### src/rtl/display_pkg.sv
// Shared constants for the display register block: register addresses,
// CTRL bit positions and default widths.
package display_pkg;

  localparam int DEF_DATA_W = 16;
  localparam int DEF_VAL_W  = 8;
  localparam int FRAME_W    = 16;

  // Register map as seen from the bus.
  typedef enum logic [2:0] {
    ADDR_VALUE = 3'd0,
    ADDR_P1    = 3'd1,
    ADDR_P2    = 3'd2,
    ADDR_P3    = 3'd3,
    ADDR_P4    = 3'd4,
    ADDR_CTRL  = 3'd5,
    ADDR_FRAME = 3'd6,
    ADDR_RSVD  = 3'd7
  } reg_addr_e;

  // Bit positions inside the CTRL register.
  localparam int CTRL_COMMIT = 0;
  localparam int CTRL_AUTO   = 1;

endpackage

### src/rtl/display_regs_if.sv
// Simple strobe/ack register bus between the CPU side and display_regs.
interface display_regs_if #(
  parameter int DATA_W = display_pkg::DEF_DATA_W
);
  logic              we;
  logic              re;
  logic [2:0]        addr;
  logic [DATA_W-1:0] wdata;
  logic [DATA_W-1:0] rdata;
  logic              ack;

  modport master (output we, re, addr, wdata, input rdata, ack);
  modport slave  (input we, re, addr, wdata, output rdata, ack);
endinterface

### src/rtl/vsync_edge.sv
// Polarity-aware leading-edge detector for a same-domain vsync. The raw
// vsync level is registered once; the edge pulse is combinational on the
// current input so it is visible in the cycle vsync arrives.
module vsync_edge #(
  parameter bit ACT_LOW = 1'b1
) (
  input  logic clk,
  input  logic rst,
  input  logic vsync_i,
  output logic lead_o
);

  logic vs_q;

  // History flop holding last cycle's raw vsync level.
  always_ff @(posedge clk or negedge rst) begin
    if (!rst) vs_q <= 1'b0;
    else      vs_q <= vsync_i;
  end

  // Leading edge: previous level inactive, current level active.
  assign lead_o = ACT_LOW ? (vs_q & ~vsync_i) : (~vs_q & vsync_i);

endmodule

### src/rtl/display_regs.sv
// Shadow/active register block feeding the VGA top. Software writes the
// shadow set; a commit request copies it into the active set on the next
// vsync leading edge so the screen never changes mid-frame.
module display_regs
  import display_pkg::*;
#(
  parameter int DATA_W        = DEF_DATA_W,
  parameter int VAL_W         = DEF_VAL_W,
  parameter bit VSYNC_ACT_LOW = 1'b1
) (
  input  logic               clk,
  input  logic               rst,
  display_regs_if.slave      bus,
  input  logic               vsync,
  output logic [VAL_W-1:0]   value,
  output logic [DATA_W-1:0]  p1,
  output logic [DATA_W-1:0]  p2,
  output logic [DATA_W-1:0]  p3,
  output logic [DATA_W-1:0]  p4,
  output logic               commit_pulse
);

  logic [VAL_W-1:0]       sh_val_q, act_val_q;
  logic [3:0][DATA_W-1:0] sh_p_q, act_p_q;
  logic                   pending_q, pending_d;
  logic                   auto_q, auto_d;
  logic [FRAME_W-1:0]     frame_q, frame_d;
  logic [DATA_W-1:0]      rdata_q, rd_mux;
  logic                   ack_q, commit_q;
  logic                   lead_edge, do_commit, wr_ctrl;

  vsync_edge #(.ACT_LOW(VSYNC_ACT_LOW)) u_vsync_edge (
    .clk     (clk),
    .rst     (rst),
    .vsync_i (vsync),
    .lead_o  (lead_edge)
  );

  assign do_commit = lead_edge & (pending_q | auto_q);
  assign wr_ctrl   = bus.we && (bus.addr == ADDR_CTRL);
  assign frame_d   = frame_q + FRAME_W'(lead_edge);

  // Next pending/auto: a CTRL commit write wins over the clear from a
  // commit in the same cycle, so it is carried to the following frame.
  always_comb begin
    // NOTE: defaults first so every path assigns and no latch is inferred.
    pending_d = pending_q;
    auto_d    = auto_q;
    if (do_commit) pending_d = 1'b0;
    if (wr_ctrl) begin
      if (bus.wdata[CTRL_COMMIT]) pending_d = 1'b1;
      auto_d = bus.wdata[CTRL_AUTO];
    end
  end

  // Read mux over pre-write register values.
  always_comb begin
    rd_mux = '0;
    case (bus.addr)
      ADDR_VALUE: rd_mux = DATA_W'(sh_val_q);
      ADDR_P1:    rd_mux = sh_p_q[0];
      ADDR_P2:    rd_mux = sh_p_q[1];
      ADDR_P3:    rd_mux = sh_p_q[2];
      ADDR_P4:    rd_mux = sh_p_q[3];
      ADDR_CTRL: begin
        rd_mux[CTRL_AUTO]   = auto_q;
        rd_mux[CTRL_COMMIT] = pending_q;
      end
      ADDR_FRAME: rd_mux = DATA_W'(frame_q);
      default:    rd_mux = '0;
    endcase
  end

  // Shadow register writes from the bus.
  always_ff @(posedge clk or negedge rst) begin
    // NOTE: the register file is small flops, so it is reset along with
    // everything else; the screen shows zeros until the first commit.
    if (!rst) begin
      sh_val_q <= '0;
      sh_p_q   <= '0;
    end else if (bus.we) begin
      // NOTE: non-blocking so every flop samples pre-edge values.
      case (bus.addr)
        ADDR_VALUE: sh_val_q  <= bus.wdata[VAL_W-1:0];
        ADDR_P1:    sh_p_q[0] <= bus.wdata;
        ADDR_P2:    sh_p_q[1] <= bus.wdata;
        ADDR_P3:    sh_p_q[2] <= bus.wdata;
        ADDR_P4:    sh_p_q[3] <= bus.wdata;
        default:    ;
      endcase
    end
  end

  // Active set: copy of the shadow taken at a committing leading edge.
  always_ff @(posedge clk or negedge rst) begin
    if (!rst) begin
      act_val_q <= '0;
      act_p_q   <= '0;
      commit_q  <= 1'b0;
    end else begin
      commit_q <= do_commit;
      if (do_commit) begin
        act_val_q <= sh_val_q;
        act_p_q   <= sh_p_q;
      end
    end
  end

  // Control state and free-running frame counter.
  always_ff @(posedge clk or negedge rst) begin
    if (!rst) begin
      pending_q <= 1'b0;
      auto_q    <= 1'b0;
      frame_q   <= '0;
    end else begin
      pending_q <= pending_d;
      auto_q    <= auto_d;
      frame_q   <= frame_d;
    end
  end

  // Bus response: one ack per strobed cycle, rdata only moves on a read.
  always_ff @(posedge clk or negedge rst) begin
    if (!rst) begin
      ack_q   <= 1'b0;
      rdata_q <= '0;
    end else begin
      ack_q <= bus.we | bus.re;
      if (bus.re) rdata_q <= rd_mux;
    end
  end

  assign bus.rdata    = rdata_q;
  assign bus.ack      = ack_q;
  assign value        = act_val_q;
  assign p1           = act_p_q[0];
  assign p2           = act_p_q[1];
  assign p3           = act_p_q[2];
  assign p4           = act_p_q[3];
  assign commit_pulse = commit_q;

endmodule

### src/flat_wrapper.sv
// flat-port wrapper written by rule: the top's interface ports become plain ports
module display_regs_flat import display_pkg::*;
#(
  parameter int DATA_W        = DEF_DATA_W,
  parameter int VAL_W         = DEF_VAL_W,
  parameter bit VSYNC_ACT_LOW = 1'b1
)
  (clk, rst, vsync, value, p1, p2, p3, p4, commit_pulse, bus_we, bus_re, bus_addr, bus_wdata, bus_rdata, bus_ack);
  display_regs_if #(.DATA_W(DATA_W)) bus_i ();
  input  logic clk;
  input  logic rst;
  input  logic vsync;
  output logic [VAL_W-1:0] value;
  output logic [DATA_W-1:0] p1;
  output logic [DATA_W-1:0] p2;
  output logic [DATA_W-1:0] p3;
  output logic [DATA_W-1:0] p4;
  output logic commit_pulse;
  input wire logic [$bits(bus_i.we)-1:0] bus_we;
  input wire logic [$bits(bus_i.re)-1:0] bus_re;
  input wire logic [$bits(bus_i.addr)-1:0] bus_addr;
  input wire logic [$bits(bus_i.wdata)-1:0] bus_wdata;
  output wire logic [$bits(bus_i.rdata)-1:0] bus_rdata;
  output wire logic [$bits(bus_i.ack)-1:0] bus_ack;
  assign bus_i.we = bus_we;
  assign bus_i.re = bus_re;
  assign bus_i.addr = bus_addr;
  assign bus_i.wdata = bus_wdata;
  assign bus_rdata = bus_i.rdata;
  assign bus_ack = bus_i.ack;
  display_regs #(.DATA_W(DATA_W), .VAL_W(VAL_W), .VSYNC_ACT_LOW(VSYNC_ACT_LOW)) u_core (.clk(clk), .rst(rst), .bus(bus_i), .vsync(vsync), .value(value), .p1(p1), .p2(p2), .p3(p3), .p4(p4), .commit_pulse(commit_pulse));
endmodule
### config.mk
export PLATFORM = sky130hd
export DESIGN_NAME = display_regs_flat
export DESIGN_NICKNAME = d
export VERILOG_FILES = /design/src/rtl/display_pkg.sv /design/src/rtl/display_regs_if.sv /design/src/rtl/vsync_edge.sv /design/src/rtl/display_regs.sv /design/src/flat_wrapper.sv
export SDC_FILE = /design/constraint.sdc
export NUM_CORES = 1
export LEC_CHECK = 0
export ABC_CLOCK_PERIOD_IN_PS = 2000
export BUFFER_PORTS_ARGS = -buffer_cell sky130_fd_sc_hd__buf_2
export CORE_ASPECT_RATIO = 1.2
export CORE_MARGIN = 3
export CORE_UTILIZATION = 40
export DETAILED_ROUTE_END_ITERATION = 12
export GPL_ROUTABILITY_DRIVEN = 0
export SLEW_MARGIN = 40
export SYNTH_ARGS = -nofsm -noshare
export SYNTH_HDL_FRONTEND = slang
export SYNTH_SLANG_ARGS = --single-unit
### constraint.sdc
create_clock -name clk -period 2 [get_ports clk]
set_clock_uncertainty 0.1 [all_clocks]
set_input_delay 0.4 -clock clk [delete_from_list [all_inputs] [get_ports clk]]
set_output_delay 0.4 -clock clk [all_outputs]
set_load 0.005 [all_outputs]
Word level (Yosys, flattened, before mapping):

Index checks and enable logic that the tools add are counted.

* word-level logic and storage cells: 41
* register bits: 181
* bits of input ports: 24
* output and inout port bits: 90

* mux-type cells: 5
* reduce and logical (&&, ||, !) cells: 7
* add/sub/neg operators: 1
* eq/ne operators: 6
* bitwise logic cells: 5

Operators by type and width (count)
* 14-bit one-hot mux with 6 select lines: 1
* 16-bit by 1-bit adder with 16-bit output: 1
* 2-bit one-hot mux with 7 select lines: 1
* 2-bit AND reduction: 5
* 3-bit equality test, second input constant: 3
* 3-bit by 2-bit equality test with 1-bit output, second input constant: 2
* 3-bit by 1-bit equality test with 1-bit output, second input constant: 1
* 3-bit logical NOT: 1
* 1-bit two-way mux: 3
* 1-bit bitwise AND: 2
* 1-bit bitwise OR: 2
* 1-bit logical AND: 1
* 1-bit NOT: 1

Logic depth before layout (Yosys ltp):

Gate-level depths: netlist of run 1.

* word-level depth: 6
* mapped depth: 7
* depth with buffers taken out: 6

Modules after synthesis:

From an unflattened synthesis of run 1, not the netlist that was laid out.

* cell total of the unflattened synthesis: 526
* area total of the unflattened synthesis: 7624.8 um^2

By module, submodules not included
* display_regs: seq. area each 4504.3 um^2, times used 1, cells an instance 524, area an instance 7586.0 um^2
* vsync_edge: seq. area each 25.0 um^2, times used 1, cells an instance 2, area an instance 38.8 um^2

Least setup slack after synthesis of run 1:

OpenSTA, ideal clock, no wires.

* path kind: input to register
* from: input port bus_addr[1]
* to: register u_core.sh_p_q[53] in the netlist's numbering
* stages on the path: 6
* setup slack: 0.343 ns
* setup time: 0.125 ns
* required time: 1.775 ns
* path buffers: 3
* arrival time: 1.432 ns
* cells stage by stage: buf_6 -> nor2_8 -> and3_1 -> buf_4 -> buf_6 -> mux2_4

* longest elaborated chain between the ends: 2

RTL lines
* start: declaration: line flat_wrapper.sv:21 `input wire logic [$bits(bus_i.addr)-1:0] bus_addr;`
* 3-bit equality test: line display_regs.sv:83 `case (bus.addr)`
* 2-bit AND reduction (no line)
* end: declaration: line display_regs.sv:24 `logic [3:0][DATA_W-1:0] sh_p_q, act_p_q;`

Every way passes these cells.
A chain may end at the register's enable or synchronous reset.

Worst setup path in the final report of run 1:

* from: input port vsync
* to: register u_core.frame_q[12]

* longest elaborated chain between the ends: 3

RTL lines
* start: declaration: line flat_wrapper.sv:12 `input logic vsync;`
* 1-bit NOT: line vsync_edge.sv:22 `assign lead_o = ACT_LOW ? (vs_q & ~vsync_i) : (~vs_q & vsync_i);`
* 1-bit bitwise AND: line vsync_edge.sv:22
* 16-bit by 1-bit adder with 16-bit output: line display_regs.sv:41 `assign frame_d = frame_q + FRAME_W'(lead_edge);`
* via u_core.frame_d[12]: line display_regs.sv:27 `logic [FRAME_W-1:0] frame_q, frame_d;`
* end signal: assignment: line display_regs.sv:118 `frame_q <= frame_d;`
* end: declaration: line display_regs.sv:27

The timed path passes the listed nets, and every way through them passes these cells.

==> out/qor.yml, run 1 <==
sta:
  tns_ns: 0
  rsz0062_at_grt: "false"
  maxSlewViolCount: 0
  setup_viol: 0
  fin_crit_ns: 1.89
  tightestPinTransition_ns: 0.398
  max_slew_margin: 0.734
  fmax_mhz: 530
  final_hold_viol_count: 0
  period_share: 0.943
floorplanning:
  core_area_mm2: 0.0190
  dieArea_mm2: 0.0212
  fp-row-count: 55
  io_pins: 114
  die_x_um: 133
  die_h_um: 159
  initial_utilization: 0.411
setup_path:
  startpoint_type: "input pin"
  path_class: "in -> reg"
  worstPathMaxFanout: 4
  critPathCaptureType: "register"
  worstPathArrival_ns: 2.13
  required_ns: 2.25
  cp_slowest_cell: "dlygate4sd3_1"
  path_delay_family: "buffers and inverters"
  path_cells: "dlygate4sd3_1 -> buf_2 -> nand2b_2 -> inv_1 -> ha_4 -> nand4_1 -> nor2_1 -> xor2_1"
  cp.depth: 8
  rr_worst_depth: 4
  worstReg2RegStart: "u_core.frame_q[5]"
  crit_buf_inv: 3
  cp_slowest_stage_delay_ns: 0.52
  rrSetupSlack_ns: 0.48
  critical_path.reg2reg.endpoint: "u_core.frame_q[12]"
yosys:
  synthArstFlopShare: 1.00
  synth-edff-count: 0
  synth_area_leaders: "dfrtp_1 58%, mux2_2 18%, mux2_4 5.8%"
  synth-seq-cells: 181
  synth_warnings: 0
  syn_avg_cell_area_um2: 14.8
  synth_top_area_frac: 0.581
  synth_ff_type: "dfrtp_1"
  ys_top_cells_by_count: "181 x dfrtp_1, 125 x mux2_2, 30 x mux2_4, 19 x nand2_1, 12 x buf_2"
  yosys.area.top_type: "dfrtp_1"
  yosysMostFrequentCell: "dfrtp_1"
  postSynthCellCount: 527
  synth_area_mm2: 0.00780
  yosys.cell_types.count: 51
  yosysSeqAreaShare: 0.581
  synth_nets: 553
clock_tree:
  cts-root-buf: "clkbuf_16"
  cts.sinks: 181
  post_cts_buffers: 0
  clk_path_buf_depth: 2
  clock_latency_ns: 0.43
  cts-buffers-inserted: 17
  cts_tree: "yes"
  ctsHtreeMaxLevel: 4
  clk_pin_slew_ns: 0.07
global_route:
  antenna_found_initial: 1
  grt_pass1_wl_um: 29500
  grt_pass1_vias: 5195
  overflow: 0
  grt_max_degree: 47
  grt_usage: 0.177
outcome:
  status: "finished clean"
layout:
  area_delta_synth_final_pct: 20.5
  diodes: 0
  nets: 689
  layout-drive-gt1-share: 0.517
drt:
  route.antenna.remaining_nets: 0
  drcViolationCount: 0
  drt_iter0_markers: 302
  routedWlPerCell_um: 19.4
  wl_um: 18100
  vias_per_cell: 5.18
  drt_pass1_iterations: 7
  vias: 4825
pwr:
  powerDensity_mw_per_mm2: 1230
  leakage_nw: 4.31
  swShare: 0.281
  comb_power_share: 0.230
  seq_power_share: 0.487
  finalPower_mw: 11.6
  power_frac_clock: 0.283
  power.switching_mw: 3.25
  ir_drop_mv: 0.613
  power.internal_mw: 8.35
min_path:
  hold_end: "u_core.sh_p_q[0]"
  hold_path.startpoint: "bus_wdata[0]"
  hold_depth: 2
  hp-class: "in -> reg"
place:
  io_buffers: 113
  dp_hpwl_um: 13300
flow_run:
  drv_cap: 0
[stage by stage]
step                      instance area, um^2  hold WS [ns]   util  setup WS [ns]  instances
after global routing                     9400         0.154  0.495        0.00992        931
after detailed placement                 8780         0.217  0.462         0.0338        898
after CTS                                9380         0.141  0.494         0.0758        931
after floorplan                          7800       0.00441      -          0.343        527
final                                    9400         0.158  0.495          0.113        931
after global placement                   8780         0.214  0.462         0.0529        898
[power by group through the flow]
stage / clock (mW) / sequential (mW) / combinational (mW)
after detailed placement: 0 / 5.72 / 2.71
after CTS: 3.36 / 5.66 / 2.73
after global routing: 3.52 / 5.82 / 2.94
final: 3.28 / 5.65 / 2.67
after global placement: 0 / 5.67 / 2.64
after floorplan: 0 / 5.56 / 1.44
[cell type report]
class	count	area (um^2)
Clock buffer	17	425
Inverter	5	18.8
Fill cell	1670	9590
Clock inverter	14	153
Sequential cell	181	4530
Tap cell	256	320
Multi-Input combinational cell	311	3030
Timing Repair Buffer	147	920
[flip-flops by register name, summed over array words and instances, names as in the netlist]
| register | count |
|---|---|
| u_core.p1 | 16 |
| u_core.frame_q | 16 |
| u_core.pending_q | 1 |
| u_core.sh_p_q | 64 |
| u_core.value | 8 |
| u_core.bus.rdata | 16 |
| u_core.p2 | 16 |
| u_core.auto_q | 1 |
| u_core.sh_val_q | 8 |
| u_core.commit_pulse | 1 |
| u_core.p3 | 16 |
| u_core.u_vsync_edge.vs_q | 1 |
| u_core.bus.ack | 1 |
| u_core.p4 | 16 |
[logic make-up (layout without fill, tap and decap cells)]
kind of cell             after synthesis  after routing  synth area share
buffers and inverters                 35            183            0.0329
multiplexers                         164            164             0.250
AND/OR/NAND/NOR                       67             67            0.0549
AO/OA/AOI/OAI                         63             63            0.0614
XOR/XNOR                              15             15            0.0168
flip-flops                           181            181             0.581
adder cells (fa/ha/maj)                2              2           0.00321
[what timing repair did]
item / CTS / global route
endpoints found under the hold margin: 32 / 0
setup endpoints to repair: 0 / 3
gates resized for setup: 0 / 4
hold buffers: 2 / 0
[layer usage]
metal	global-route usage	up-vias	wire [um]
met1	0.242	2476	8140
met5	0	-	13
met4	0.0500	2	210
li1	-	2210	-
met2	0.282	121	8850
met3	0.0411	16	866
[worst max-delay path by stage]
stage                               end         from  slack, ns
detailed placement  u_core.bus.rdata[3]  bus_addr[0]       0.03
global placement    u_core.bus.rdata[3]  bus_addr[0]       0.05
CTS                  u_core.frame_q[14]        vsync       0.08
floorplan             u_core.sh_p_q[53]  bus_addr[1]       0.34
finish               u_core.frame_q[12]        vsync       0.11
global route         u_core.frame_q[12]        vsync       0.01
[placed cells by master, fill, tap and decap left out, drive strengths merged, types with 2 or more instances in the layout]
cell	Yosys	layout
dfrtp	181	181
mux2	157	157
buf	28	145
nand2	19	19
clkbuf	2	17
xnor2	11	11
a21oi	10	10
o2bb2ai	9	9
nor2	9	9
inv	5	9
a221oi	8	8
and3	8	8
mux2i	7	7
a22oi	7	7
o21ai	7	7
clkinv	0	7
a32o	6	6
nand4	6	6
nand3	5	5
nor2b	5	5
xor2	4	4
or2	4	4
a221o	4	4
and4	3	3
a31oi	3	3
a32oi	3	3
a211oi	2	2
bufinv	0	2
dlygate4sd3	0	2
nand2b	2	2
nor3	2	2
ha	2	2
Power figures use the tool's default switching activity.
==> run 2, diff against run 1 <==
Settings changed: ABC_CLOCK_PERIOD_IN_PS 2000 to 1900.
Clock period 2 ns to 1.9 ns, I/O delays scaled along.
==> run 2 against run 1 <==
Against the previous run:
- non-clock buffer count rose by 7
- routed wire length increased by 1.5%
- sequential cell count unchanged
- first-iteration DRC count rose by 5.6%
- power increased by 3.8%
- via count rose by 0.93%
- cell count up 0.86%
- die area unchanged
- sequential power up 5.3%
- largest cell class unchanged
- largest power group unchanged
==> out/qor.yml, run 2 (synthesis gave the netlist of run 1 again) <==
setup_path:
  required_ns: 2.15  # -0.10 ns
  path_cells: "nand2b_1 -> inv_1 -> ha_1 -> nand4_1 -> nor3_1 -> xor2_1"
  cp_slowest_cell: "dfrtp_1"
  worstPathMaxFanout: 4  # unchanged
  cp_slowest_stage_delay_ns: 0.32  # -0.20 ns
  crit_buf_inv: 1  # -2
  critPathCaptureType: "register"
  startpoint_type: "register"
  worstReg2RegStart: "u_core.u_vsync_edge.vs_q"
  path_delay_family: "simple AND/OR/NAND/NOR gates"
  path_class: "reg -> reg"
  critPathLaunch: "u_core.u_vsync_edge.vs_q"
  worstPathArrival_ns: 1.80  # -0.33 ns
drt:
  vias_per_cell: 5.19  # about the same
  wl_met3_um: 797  # -8.0%
  routedWlPerCell_um: 19.5  # +0.66%
  route.antenna.remaining_nets: 0  # unchanged
  drt_pass1_iterations: 4  # -3
  highest_layer: "met5"
  drcViolationCount: 0  # unchanged
  wl_um: 18400  # +1.5%
  drt_iter0_markers: 319  # +5.6%
  wl_met2_um: 8920  # +0.76%
  vias: 4870  # +0.93%
  wl_met1_um: 8240  # +1.2%
place:
  dp_hpwl_um: 13500  # +1.4%
  io_buffers: 113  # unchanged
sta:
  final_hold_viol_count: 0  # unchanged
  setup_viol: 0  # unchanged
  tns_ns: 0  # unchanged
  tightestPinTransition_ns: 0.506  # +0.107 ns
  period_share: 0.817
  fin_crit_ns: 1.55
  max_slew_margin: 0.663  # -0.0717
  maxSlewViolCount: 0  # unchanged
  fmax_mhz: 644
  rsz0062_at_grt: "false"
layout:
  largest_register: "u_core.sh_p_q"
  nets: 696  # +1.0%
  fin_util: 0.497  # +0.00204
  area_delta_synth_final_pct: 21.0
  multiInputGateArea_mm2: 0.00301  # -0.66%
  layout.area.seq_mm2: 0.00453  # unchanged
  final_common_cell: "dfrtp_1"
  nFillCells: 1703  # +2.0%
  final_cell_mix: "181 x dfrtp_1, 125 x mux2_2, 112 x buf_2"
  diodes: 0  # unchanged
  layout-drive-gt1-share: 0.512  # -0.00459
  largest_register_ffs: 64  # unchanged
floorplanning:
  initial_utilization: 0.411  # unchanged
  die_x_um: 133  # unchanged
  fp-row-count: 55  # unchanged
  dieArea_mm2: 0.0212  # unchanged
  io_pins: 114  # unchanged
  core_area_mm2: 0.0190  # unchanged
  die_h_um: 159  # unchanged
global_route:
  grt_pass1_vias: 5153  # -0.81%
  grt_pass1_wl_um: 30100  # +2.1%
  overflow: 0  # unchanged
  grt_usage: 0.181  # +0.00480
  antenna_found_initial: 1  # unchanged
  grt_max_degree: 49  # +4.3%
clock_tree:
  cts_tree: "yes"
  cts_resized: 0  # unchanged
  cts-root-buf: "clkbuf_16"
  clk_pin_slew_ns: 0.07  # about the same
  clock_latency_ns: 0.43  # about the same
  cts-buffers-inserted: 17  # unchanged
  cts.sinks: 181  # unchanged
  ctsHtreeMaxLevel: 4  # unchanged
  clk_path_buf_depth: 2  # unchanged
outcome:
  status: "finished clean"
pwr:
  ir_drop_mv: 0.694  # +13%
  leakage_nw: 4.32  # +0.18%
  finalPower_mw: 12.0  # +3.8%
  powerDensity_mw_per_mm2: 1280  # +3.4%
flow_run:
  drv_cap: 0  # unchanged
min_path:
  hp-class: "in -> reg"
  hold_path.startpoint: "bus_wdata[15]"
## run 2: cell types whose count changed in the layout (fill, tap and decap cells not counted), sizes merged
| cell | change |
|---|---|
| clkbuf | +4 |
| clkinvlp | +5 |
| clkinv | -3 |
| inv | -4 |
| buf | +7 |
| bufinv | -1 |
## run 2: power by group
part	internal (mW)	switching [mW]
Sequential	5.09	0.855
Combinational	1.75	1.07
Clock	1.81	1.46
Total	8.65	3.39
## run 2: final timing paths
path                       slack, ns                 end  depth (start not counted)
max                             0.35  u_core.frame_q[14]                          6
min                             0.14   u_core.sh_p_q[31]                          2
max reg2reg                     0.35  u_core.frame_q[14]                          6
min reg2reg                     0.38  u_core.frame_q[15]                          1
max in group asynchronous       0.71  u_core.sh_val_q[3]                          3
min in group asynchronous       0.38        u_core.p2[9]                          2
## run 2: repair_timing
action,in CTS,in global routing
buffers inserted,0,0
endpoints found under the hold margin,44,0
hold buffers,2,0
## run 2: layout make-up
| class | instances | share of cell area |
|---|---|---|
| Tap cell | 256 | 0.0339 |
| Clock buffer | 21 | 0.0467 |
| Timing Repair Buffer | 154 | 0.107 |
| Inverter | 5 | 0.00199 |
| Sequential cell | 181 | 0.480 |
| Multi-Input combinational cell | 311 | 0.319 |
| Clock inverter | 11 | 0.0113 |
## run 2: layer usage
layer / vias up / GRT usage
li1: 2227 / -
met1: 2494 / 0.248
met2: 121 / 0.289
met3: 26 / 0.0329
met4: 2 / 0.0697
met5: - / 0
## run 2: worst reg2reg max path: stages, from the launching register on
cell and delay (ns):
dfrtp_1 0.32, nand2b_1 0.13, inv_1 0.12, ha_1 0.23
nand4_1 0.20, nor3_1 0.22, xor2_1 0.16
## run 2: per-stage QoR
step                      hold slack (ns)  setup slack [ns]  instance area, um^2  cells
final                               0.135             0.348                 9440    939
after global routing                0.138             0.199                 9440    939
after CTS                           0.122             0.349                 9440    939
after detailed placement            0.276            0.0107                 8870    905
after global placement              0.265            0.0317                 8870    905
after floorplan                   -0.0156             0.263                 7800    527
==> run 3, diff against run 2 <==
Settings changed: ABC_AREA set to 1, ABC_CLOCK_PERIOD_IN_PS 1900 to 1500.
Clock period 1.9 ns to 1.5 ns, I/O delays scaled along.
==> run 3 against run 2 <==
Against the previous run:
- sequential share of layout area down 1.8 points
- fmax is 3.6% higher
- first-iteration DRC count up 75%
- clock-buffer cell count is 4 lower
- synthesized cell count is 70% higher
- clock power rose by 40%
- die area up 2.5%
- non-clock buffer count grew 14
- cell count is 40% higher
- combinational power rose by 13%
- register-to-register slack worse by 0.35 ns
- critical path depth grew 2
- critical path type unchanged
- largest cell class unchanged
==> out/qor.yml, run 3 <==
outcome:
  status: "finished clean"
setup_path:
  path_class: "reg -> reg"
  worstPathArrival_ns: 1.76  # -0.04 ns
  crit_buf_inv: 1  # unchanged
  cp_slowest_stage_delay_ns: 0.34  # +0.02 ns
  worstPathMaxFanout: 3  # -1
  worstReg2RegStart: "u_core.u_vsync_edge.vs_q"
  required_ns: 1.76  # -0.39 ns
  path_cells: "inv_2 -> nor2_4 -> ha_4 -> nand2_1 -> nor2_2 -> nand2_2 -> nor2_1 -> xor2_1"
  cp_slowest_cell: "dfrtp_1"
  startpoint_type: "register"
  critPathCaptureType: "register"
  critPathLaunch: "u_core.u_vsync_edge.vs_q"
  path_delay_family: "simple AND/OR/NAND/NOR gates"
yosys:
  synth_ff_type: "dfrtp_1"
  yosys.area.top_type: "dfrtp_1"
  ys_top_cells_by_count: "390 x nand2_1, 181 x dfrtp_1, 49 x nand3_1, 42 x o21ai_2, 35 x inv_1"
  synth_top_area_frac: 0.566  # -0.0145
  synthArstFlopShare: 1.00  # unchanged
  synth-seq-cells: 181  # unchanged
  postSynthCellCount: 897  # +70%
  syn_avg_cell_area_um2: 8.92  # -40%
  synth_area_leaders: "dfrtp_1 57%, nand2_1 18%, o21ai_2 4.6%"
  synth-edff-count: 0  # unchanged
  yosysSeqAreaShare: 0.566  # -0.0145
  synth_area_mm2: 0.00800  # +2.6%
  yosys.cell_types.count: 29  # -43%
  synth_warnings: 0  # unchanged
  yosysMostFrequentCell: "nand2_1"
  synth_nets: 923  # +67%
pwr:
  finalPower_mw: 14.9  # +24%
  powerDensity_mw_per_mm2: 1520  # +19%
  leakage_nw: 5.26  # +22%
  ir_drop_mv: 0.974  # +40%
layout:
  final_common_cell: "nand2_1"
  nets: 1063  # +53%
  largest_register: "u_core.sh_p_q"
  area_delta_synth_final_pct: 22.6
  final_cell_mix: "388 x nand2_1, 181 x dfrtp_1, 112 x buf_2"
  diodes: 0  # unchanged
  layoutNonFillerInstCount: 1311  # +40%
  nFillCells: 1910  # +12%
  largest_register_ffs: 64  # unchanged
  layout-drive-gt1-share: 0.263  # -0.250
place:
  dp.cells: 1276  # +41%
  dp_hpwl_um: 16400  # +22%
  io_buffers: 113  # unchanged
sta:
  maxSlewViolCount: 0  # unchanged
  rsz0062_at_grt: "true"
  fmax_mhz: 667  # +3.6%
  setup_viol: 0  # unchanged
  period_share: 0.999  # +0.182
  tightestPinTransition_ns: 0.388  # -0.118 ns
  tns_ns: 0  # unchanged
  final_hold_viol_count: 0  # unchanged
  fin_crit_ns: 1.50  # -0.0532 ns
  max_slew_margin: 0.741  # +0.0784
floorplanning:
  core_area_mm2: 0.0196  # +3.3%
  io_pins: 114  # unchanged
  fp-row-count: 56  # +1.8%
  die_h_um: 161  # +1.2%
  die_x_um: 135  # +1.2%
  dieArea_mm2: 0.0217  # +2.5%
  initial_utilization: 0.408  # -0.00289
clock_tree:
  ctsHtreeMaxLevel: 4  # unchanged
  cts_tree: "yes"
  cts-buffers-inserted: 17  # unchanged
  cts-root-buf: "clkbuf_16"
  clock_latency_ns: 0.45  # +0.02 ns
  clk_path_buf_depth: 2  # unchanged
  clk_pin_slew_ns: 0.08  # about the same
  cts.sinks: 181  # unchanged
drt:
  routedWlPerCell_um: 17.3  # -11%
  wl_met2_um: 11300  # +26%
  drcViolationCount: 0  # unchanged
  wl_met1_um: 9780  # +19%
  drt_iter0_markers: 558  # +75%
  vias: 6603  # +36%
  wl_met3_um: 837  # +5.0%
  wl_um: 22700  # +24%
  highest_layer: "met4"
  vias_per_cell: 5.04  # -2.9%
  route.antenna.remaining_nets: 0  # unchanged
  drt_pass1_iterations: 7  # +3
global_route:
  antenna_found_initial: 0  # -1
  grt_pass1_wl_um: 36900  # +23%
  grt_max_degree: 44  # -10%
  grt_usage: 0.219  # +0.0374
  overflow: 0  # unchanged
  grt_pass1_vias: 6533  # +27%
min_path:
  hp-class: "in -> reg"
  hold_path.startpoint: "bus_wdata[9]"
flow_run:
  drv_cap: 0  # unchanged
-- run 3: stage by stage --
step                       util  hold WS [ns]  area, um^2  worst slack (ns)
after floorplan               -       -0.0956        8000            0.0628
after global placement    0.466         0.137        9130            -0.189
after detailed placement  0.466         0.130        9130            -0.203
after CTS                 0.498        0.0798        9770           0.00623
after global routing      0.500         0.104        9810           -0.0810
final                     0.500        0.0945        9810           0.00135
-- run 3: what timing repair did --
action                                 CTS  global route
hold buffers                             2             0
setup endpoints to repair               11            46
endpoints found under the hold margin   62             0
pin swaps                                1             3
buffers inserted                         0             1
gates resized for setup                  6             7
-- run 3: cell type report --
type                    instances  area, um^2  share of cell area
repair buffers                168        1180               0.120
clock buffers                  17         425              0.0434
clock inverters                15         170              0.0173
flip-flops and latches        181        4530               0.462
inverters                      40         150              0.0153
well taps                     261         327              0.0333
multi-input cells             629        3030               0.309
-- run 3: path summary, 6_finish.rpt --
kind                                             to  slack (ns)  cells after the start
worst max-delay path             u_core.frame_q[11]       0.001                      8
worst min-delay path              u_core.sh_p_q[25]        0.09                      3
worst max register to register   u_core.frame_q[11]       0.001                      8
worst min register to register      u_core.value[2]        0.37                      2
max in group asynchronous         u_core.sh_p_q[61]        0.50                      3
min in group asynchronous       u_core.bus.rdata[7]        0.24                      2
-- run 3: kinds of logic after synthesis --
group                      count (synthesis)  share of synthesized area
AOI/OAI and AO/OA                         90                     0.0760
DFF                                      181                      0.566
adders and majority gates                  2                    0.00313
and+or+nand+nor                          525                      0.279
buffers and inverters                     87                     0.0630
xor gates and xnor gates                  12                     0.0131
-- run 3: worst reg2reg max path: stages, from the launching register on --
cell and delay (ns):
dfrtp_1 0.34, inv_2 0.04, nor2_4 0.15, ha_4 0.17
nand2_1 0.07, nor2_2 0.17, nand2_2 0.09, nor2_1 0.13
xor2_1 0.16
-- run 3: layer usage --
layer / vias up / track usage
li1: 3152 / -
met2: 183 / 0.353
met5: - / 0
met1: 3220 / 0.296
met4: 0 / 0.0972
met3: 48 / 0.0282
-- run 3: report_power, final --
part | internal [mW] | switching [mW]
clock network | 2.50 | 2.07
registers | 6.18 | 1.01
logic | 1.46 | 1.71
total | 10.1 | 4.80
